===== config.mk =====
export PLATFORM = sky130hd
export DESIGN_NAME = rf_wb_scheduler
export DESIGN_NICKNAME = d
export VERILOG_FILES = /design/src/rtl/rf_wb_scheduler.sv
export SDC_FILE = /design/constraint.sdc
export NUM_CORES = 1
export LEC_CHECK = 0
export CAP_MARGIN = 20
export CORE_MARGIN = 2
export CORE_UTILIZATION = 40
export DETAILED_ROUTE_END_ITERATION = 6
export PLACE_DENSITY = 0.69
export SETUP_SLACK_MARGIN = 0.5
export SYNTH_ARGS = -nofsm -noshare
export SYNTH_HDL_FRONTEND = slang
export SYNTH_SLANG_ARGS = --single-unit
export TNS_END_PERCENT = 30

===== constraint.sdc =====
create_clock -name clk -period 6.25 [get_ports clk]
set_clock_uncertainty 0.15 [all_clocks]
set_input_delay 1.25 -clock clk [delete_from_list [all_inputs] [get_ports clk]]
set_output_delay 1.25 -clock clk [all_outputs]
set_load 0.01 [all_outputs]

===== src/rtl/rf_wb_scheduler.sv =====
// rtl/rf_wb_scheduler.sv - round-robin writeback arbiter and register busy scoreboard
module rf_wb_scheduler #(
    parameter int NREQ = 3,
    parameter int XLEN = 32
) (
    input  logic                 clk,
    input  logic                 rst,
    input  logic [NREQ-1:0]      req_valid,
    output logic [NREQ-1:0]      req_ready,
    input  logic [5*NREQ-1:0]    req_rd,
    input  logic [XLEN*NREQ-1:0] req_data,
    output logic                 rf_we,
    output logic [4:0]           rf_rd_addr,
    output logic [XLEN-1:0]      rf_rd_din,
    input  logic                 issue_valid,
    input  logic [4:0]           issue_rd,
    output logic                 issue_ready,
    input  logic [4:0]           chk_rs1,
    input  logic [4:0]           chk_rs2,
    output logic                 rs1_busy,
    output logic                 rs2_busy,
    output logic [31:0]          busy_vec
);

    localparam int PW = (NREQ > 2) ? 2 : 1;

    logic [PW-1:0]   rr_ptr;
    logic [PW-1:0]   grant_idx;
    logic            grant_any;
    logic [4:0]      grant_rd;
    logic [XLEN-1:0] grant_data;
    logic [31:0]     busy;
    logic [31:0]     busy_next;
    int              idx;

    // First valid requester at or after rr_ptr, wrapping around.
    always_comb begin
        grant_any  = 1'b0;
        grant_idx  = '0;
        grant_rd   = '0;
        grant_data = '0;
        idx        = 0;
        for (int k = 0; k < NREQ; k++) begin
            idx = (int'(rr_ptr) + k) % NREQ;
            if (!grant_any && req_valid[idx]) begin
                grant_any  = 1'b1;
                grant_idx  = idx[PW-1:0];
                grant_rd   = req_rd[5*idx +: 5];
                grant_data = req_data[XLEN*idx +: XLEN];
            end
        end
    end

    always_comb begin
        req_ready = '0;
        if (grant_any && rst) begin
            req_ready[grant_idx] = 1'b1;
        end
    end

    assign issue_ready = rst && ((issue_rd == 5'd0) || !busy[issue_rd]);
    assign rs1_busy    = busy[chk_rs1];
    assign rs2_busy    = busy[chk_rs2];
    assign busy_vec    = busy;

    // Clear on writeback first so a same-cycle issue to that register wins.
    always_comb begin
        busy_next = busy;
        if (grant_any && grant_rd != 5'd0) begin
            busy_next[grant_rd] = 1'b0;
        end
        if (issue_valid && issue_ready && issue_rd != 5'd0) begin
            busy_next[issue_rd] = 1'b1;
        end
        busy_next[0] = 1'b0;
    end

    always_ff @(posedge clk or negedge rst) begin
        if (!rst) begin
            rr_ptr     <= '0;
            busy       <= '0;
            rf_we      <= 1'b0;
            rf_rd_addr <= '0;
            rf_rd_din  <= '0;
        end else begin
            busy  <= busy_next;
            rf_we <= grant_any && (grant_rd != 5'd0);
            if (grant_any) begin
                rr_ptr     <= (grant_idx == PW'(NREQ - 1)) ? '0 : grant_idx + 1'b1;
                rf_rd_addr <= grant_rd;
                rf_rd_din  <= grant_data;
            end
        end
    end

endmodule


==> run_results.csv, run 1 <==
group,metric,value,unit
route,drc,0,
setup_path,regToRegEndpoint,"busy_vec[6]",
min_path,hold_path.class,"register to register",
setup_path,r2r-start,"rr_ptr[1]",
setup_path,critPathArrivalTime,3930,ps
floorplanning,die_w,140,um
clock_network,insertion_delay,340,ps
floorplanning,core_area,0.0180,mm2
timing,timing.setup.tns,0,ps
layout,postLayoutCellArea,0.00986,mm2
route,drt_pass1_iterations,5,
setup_path,worstSetupPathType,"input port to primary output",
yosys,syn_area,0.00739,mm2
global_route,grt_pass1_wl,44.7,mm
yosys,ys_ff_latch,71,
setup_path,critPathLaunchType,"input port",
yosys,synth-edff-count,0,
yosys,synth_seq_area_share,24.1,%
yosys,synth_cell_types,71,
floorplanning,io_pins,208,
yosys,syn-num-nets,1043,
power,power.density,547,mW/mm2
setup_path,r2r_cells,13,
setup_path,crit_end,"issue_ready",
timing,finalMaxSlewViolations,0,
clock_network,clk_pin_slew,50,ps
clock_network,cts.sinks,71,
clock_network,cts_buffers,9,
layout,drive_gt1_share,8.45,%
yosys,yosys-top-cells-area,"dfrtp_1 24%, mux2i_1 15%, mux4_2 7.6%",
clock_network,cts_tree,"yes",
power,p_leak,3.94,nW
layout,fillCellCount,1753,
yosys,synth_area_leader_cell,"dfrtp_1",
timing,worst_slew_pin_slew,973,ps
setup_path,required,4850,ps
global_route,antenna_found_initial,0,
global_route,grt-ovfl-total,0,
route,routedWlPerCell,21.8,um
clock_network,ctsHtreeMaxLevel,3,
timing,final.min_clock_period,5330,ps
route,initialDrtViolationCount,615,
route,dr_total_vias,8140,
clock_network,hold_buffers,0,
route,routed_wl,28.2,mm
floorplanning,die-area,0.0196,mm2
layout,layout.area.seq,0.00178,mm2
route,ant_nets,0,
place,portBuffers,206,
job,maxCapViolations,0,
outcome,status,"complete, no violations",
timing,rsz0062_at_grt,"no",
setup_path,crit_fanout,15,
yosys,netlist_instances,899,
yosys,avgSynthCellArea,8.22,um2
place,placed_cell_area,0.00961,mm2
layout,multiInputGateArea,0.00523,mm2
clock_network,post_cts_buffers,0,
timing,fin_crit_sh,85.4,%
layout,area_growth,33.5,%
global_route,grt_pass1_vias,8241,
timing,maxSlewHeadroom,34.4,%
layout,fin_nets,1206,
yosys,synth_top_flop_cell,"dfrtp_1",
floorplanning,fp.dieH,140,um
clock_network,ctsLongestPathBuffers,2,
global_route,grt_max_degree,52,
yosys,yosysTopAreaCellShare,24.1,%
route,vias_per_cell,6.29,
clock_network,cts_resized,0,
setup_path,startpoint,"issue_rd[1]",
yosys,yosys_warnings,0,
timing,setup_violations,0,
clock_network,root_buffer,"clkbuf_16",
global_route,grt_usage,28.5,%
place,gp_congestion,0.894,
timing,fmax,187,MHz
layout,num_antenna_cells,0,
power,ir_worst_vdd,0.313,mV
place,dp_hpwl,19.9,mm
yosys,async_reset_ff_share,100,%
timing,finalHoldViolations,0,
setup_path,end_kind,"primary output",
floorplanning,initial_core_util,41.0,%
setup_path,r2r_setup_slack,1350,ps
floorplanning,num_rows,49,
critical path, cell delays in order:
cell	delay, ps
clkdlybuf4s50_1	920
mux2i_1	260
o41ai_1	90
nor4_1	480
nand2_1	140
nor3b_1	230
clkdlybuf4s50_1	560
where the power goes:
group	switching [mW]	internal, mW	total [mW]
registers	0.230	0.664	0.894
logic	2.31	1.73	4.04
clock network	0.196	0.263	0.459
state kept, by name (all words and copies together) (netlist names):
name / count
rr_ptr: 2
busy_vec: 31
rf_we: 1
rf_rd_din: 32
rf_rd_addr: 5
how the worst min path moves through the flow:
stage	start	endpoint	slack, ps	cells after the start
6_report	rf_rd_addr[0]	rf_rd_addr[0]	330	2
5_1_grt	rf_rd_addr[4]	rf_rd_addr[4]	350	1
4_1_cts	rf_rd_addr[0]	rf_rd_addr[0]	330	2
3_5_place_dp	rf_rd_addr[0]	rf_rd_addr[0]	320	2
3_3_place_gp	rf_rd_addr[0]	rf_rd_addr[0]	320	2
2_1_floorplan	rf_rd_addr[3]	rf_rd_addr[3]	370	2
synthesized netlist by cell type (all sizes together) (6+ instances only):
cell    instances
nand2          86
a31oi           9
o21ai          80
a211oi         26
nand2b          7
inv            23
a221oi         30
mux2           10
nor2           97
o41ai           7
mux2i         115
o211ai         12
o22ai          25
nor2b           6
dfrtp          71
nand3          18
a22oi           7
a21oi          61
nor3           17
buf            29
and2            7
clkbuf         48
ha             10
mux4           25
layout make-up:
class	count	area share (%)
clock buffers	12	2.40
clock inverters	2	0.102
inverters	24	0.914
multi-input cells	727	53.0
flip-flops and latches	71	18.0
well taps	229	2.91
repair buffers	229	22.6
metal layers:
| layer | vias to the layer above | wire length, um | global-route usage [%] |
|---|---|---|---|
| met5 | - | 0 | 0 |
| met3 | 80 | 2930 | 8.95 |
| li1 | 3714 | - | - |
| met1 | 3901 | 11200 | 35.0 |
| met4 | 0 | 1010 | 11.8 |
| met2 | 445 | 13000 | 46.4 |
stage by stage:
stage	hold slack, ps	util [%]	std cells	setup WS [ps]	total power, mW
after CTS	330	54.7	1294	929	5.36
after detailed placement	315	53.3	1280	946	4.89
after global routing	350	54.7	1294	741	5.79
after floorplan	365	-	899	1490	3.55
final	326	54.7	1294	915	5.39
after global placement	321	53.3	1280	937	4.86
cell usage in the layout (no fill, tap or decap), drive strengths merged, types with 5 or more instances in the layout:
cell and instances:
dfrtp 71, buf 24, o211ai 12, clkbuf 12, a22oi 7, and2 7
a31oi 9, o21ai 80, mux2 10, nand2 86, o41ai 7, nor2 97
o31ai 5, nor3b 5, a211oi 26, a21oi 61, mux4 25, a21o 5
mux2i 115, a221oi 30, o22ai 25, inv 23, nand3 18, clkdlybuf4s50 205
nand2b 7, ha 10, nor3 17, nor2b 6
cell families after synthesis:
| family | share of synthesized area, % |
|---|---|
| DFF | 24.1 |
| other | 0.0508 |
| adders and majority gates | 2.24 |
| AOI/OAI and AO/OA | 26.0 |
| xor gates and xnor gates | 0.474 |
| muxes | 24.9 |
| and+or+nand+nor | 16.6 |
| buffers and inverters | 5.64 |
(Power assumes the default switching activity.)
==> run 2: changes to the inputs <==
--- a/config.mk
+++ b/config.mk
@@ -7,9 +7,9 @@
 export LEC_CHECK = 0
 export CAP_MARGIN = 20
 export CORE_MARGIN = 2
-export CORE_UTILIZATION = 40
+export CORE_UTILIZATION = 50
 export DETAILED_ROUTE_END_ITERATION = 6
-export PLACE_DENSITY = 0.69
+export PLACE_DENSITY = 0.83
 export SETUP_SLACK_MARGIN = 0.5
 export SYNTH_ARGS = -nofsm -noshare
 export SYNTH_HDL_FRONTEND = slang
==> run_results.csv, run 2 (synthesis gave the netlist of run 1 again) <==
group,metric,value,unit
outcome,status,"complete, no violations",
floorplanning,io_pins,208,
global_route,grt-ovfl-total,0,
route,ant_nets,0,
setup_path,worstSetupPathType,"input port to primary output",
layout,final_common_cell,"clkdlybuf4s50_1",
timing,finalHoldViolations,0,
route,routedWlPerCell,20.8,um
clock_network,root_buffer,"clkbuf_16",
clock_network,ctsLongestPathBuffers,2,
power,p_clk_share,10.7,%
place,gp_congestion,0.981,
layout,drive_gt1_share,8.82,%
timing,fmax,184,MHz
min_path,worst_hold_path.num_cells,1,
setup_path,worstPathCellList,"clkdlybuf4s50_1 > mux2i_1 > o41ai_1 > nor4_1 > nand2_1 > nor3b_1 > clkdlybuf4s50_1",
power,switching_share,49.3,%
min_path,min_to,"rf_rd_addr[2]",
clock_network,insertion_delay,330,ps
setup_path,critPathSlowestCell,"clkdlybuf4s50_1",
layout,mostFrequentLayoutCells,"205 x clkdlybuf4s50_1, 114 x mux2i_1, 97 x nor2_1",
setup_path,r2r_cells,14,
place,portBuffers,206,
timing,setup_violations,0,
floorplanning,die-area,0.0158,mm2
route,routed_wl,26.0,mm
global_route,antenna_found_initial,0,
setup_path,regToRegEndpoint,"busy_vec[15]",
route,drc,0,
place,dp_hpwl,18.3,mm
setup_path,cpPeakStageDelay,960,ps
timing,timing.setup.tns,0,ps
floorplanning,fp.dieH,126,um
clock_network,cts_resized,0,
power,comb_power_share,73.2,%
timing,maxSlewHeadroom,25.4,%
timing,final.min_clock_period,5430,ps
timing,fin_crit_sh,86.9,%
floorplanning,initial_core_util,51.0,%
power,power.density,554,mW/mm2
route,initialDrtViolationCount,908,
setup_path,r2r-start,"rr_ptr[0]",
timing,worst_slew_pin_slew,1100,ps
clock_network,cts.sinks,71,
power,power.switching,2.70,mW
timing,finalMaxSlewViolations,0,
global_route,grt_pass1_wl,41.4,mm
clock_network,cts_buffers,9,
floorplanning,num_rows,44,
timing,rsz0062_at_grt,"no",
setup_path,worst_path_most_repeated_cell,"clkdlybuf4s50_1",
setup_path,crit_cells,7,
setup_path,crit_fanout,15,
clock_network,ctsHtreeMaxLevel,3,
power,p_seq_share,16.1,%
setup_path,critPathArrivalTime,4030,ps
setup_path,cp_num_buf_inv,2,
setup_path,r2r_setup_slack,1430,ps
global_route,grt_usage,32.0,%
global_route,grt_max_degree,63,
layout,instances_no_fill,1250,
setup_path,critPathLaunchType,"input port",
power,intPower,2.78,mW
power,p_leak,3.98,nW
clock_network,post_cts_buffers,0,
clock_network,cts_tree,"yes",
route,vias_per_cell,6.58,
clock_network,clk_pin_slew,50,ps
global_route,grt_pass1_vias,7819,
setup_path,end_kind,"primary output",
floorplanning,die_w,126,um
layout,fin_nets,1205,
route,dr_total_vias,8231,
job,maxCapViolations,0,
layout,largest_reg_flops,32,
floorplanning,core_area,0.0145,mm2
layout,num_antenna_cells,0,
route,drt_pass1_iterations,5,
power,ir_worst_vdd,0.341,mV
setup_path,critical-path-top-delay-family,"buffers and inverters",
layout,area_growth,33.9,%
min_path,hold_path.class,"register to register",
setup_path,required,4850,ps
min_path,hp-start,"rf_rd_addr[2]",
place,dp.cells,1234,
layout,regMostFlops,"rf_rd_din",
clock_network,hold_buffers,0,
[run 2: cell types whose count changed in the layout (fill, tap and decap cells not counted)]
cell	change
buf_4	-1
bufinv_16	+2
clkbuf_1	-3
clkbuf_8	+3
clkinv_2	-2
clkinv_4	+1
clkinvlp_4	+1
[run 2: metrics by stage]
stage | utilization (%) | setup slack, ps | hold WS, ps | cell area [um2] | total power, mW
2_1_floorplan | - | 1490 | 365 | 7390 | 3.55
3_5_place_dp | 65.9 | 881 | 330 | 9550 | 4.82
6_report | 68.3 | 817 | 336 | 9890 | 5.48
4_1_cts | 68.3 | 888 | 342 | 9890 | 5.42
3_3_place_gp | 65.9 | 878 | 323 | 9550 | 4.75
5_1_grt | 68.3 | 641 | 376 | 9890 | 5.85
[run 2: per-layer routing]
metal / wire, um / GRT usage [%] / up-vias
met5: 0 / 0 / -
met4: 617 / 9.61 / 0
met3: 2990 / 10.3 / 60
met2: 12300 / 51.7 / 486
met1: 10200 / 41.1 / 3954
li1: - / - / 3731
[run 2: worst max path at each step]
| stage | slack [ps] | to | start |
|---|---|---|---|
| after floorplan | 1490 | busy_vec[24] | rr_ptr[1] |
| after global placement | 880 | issue_ready | issue_rd[1] |
| after detailed placement | 880 | issue_ready | issue_rd[1] |
| after CTS | 890 | issue_ready | issue_rd[1] |
| after global routing | 640 | issue_ready | issue_rd[1] |
| final | 820 | issue_ready | issue_rd[1] |
[run 2: final cells by class]
| class | instances | area, um2 |
|---|---|---|
| Tap cell | 184 | 230 |
| Sequential cell | 71 | 1780 |
| Clock buffer | 12 | 267 |
| Clock inverter | 4 | 76.3 |
| Timing Repair Buffer | 228 | 2220 |
| Fill cell | 1197 | 4590 |
| Multi-Input combinational cell | 727 | 5230 |
| Inverter | 24 | 90.1 |
[run 2: power groups by stage]
stage                     combinational [mW]  clock (mW)  sequential, mW
after floorplan                         2.67           0           0.883
after global placement                  3.87           0           0.879
after detailed placement                3.94           0           0.877
after CTS                               3.95       0.589           0.875
after global routing                    4.33       0.612           0.904
final                                   4.01       0.586           0.884
==> run 3: changes to the inputs <==
--- a/config.mk
+++ b/config.mk
@@ -5,6 +5,7 @@
 export SDC_FILE = /design/constraint.sdc
 export NUM_CORES = 1
 export LEC_CHECK = 0
+export ABC_AREA = 0
 export CAP_MARGIN = 20
 export CORE_MARGIN = 2
 export CORE_UTILIZATION = 50
==> results of run 3 <==
Same layout as run 2: the final DEF is identical, and so are final timing and power.
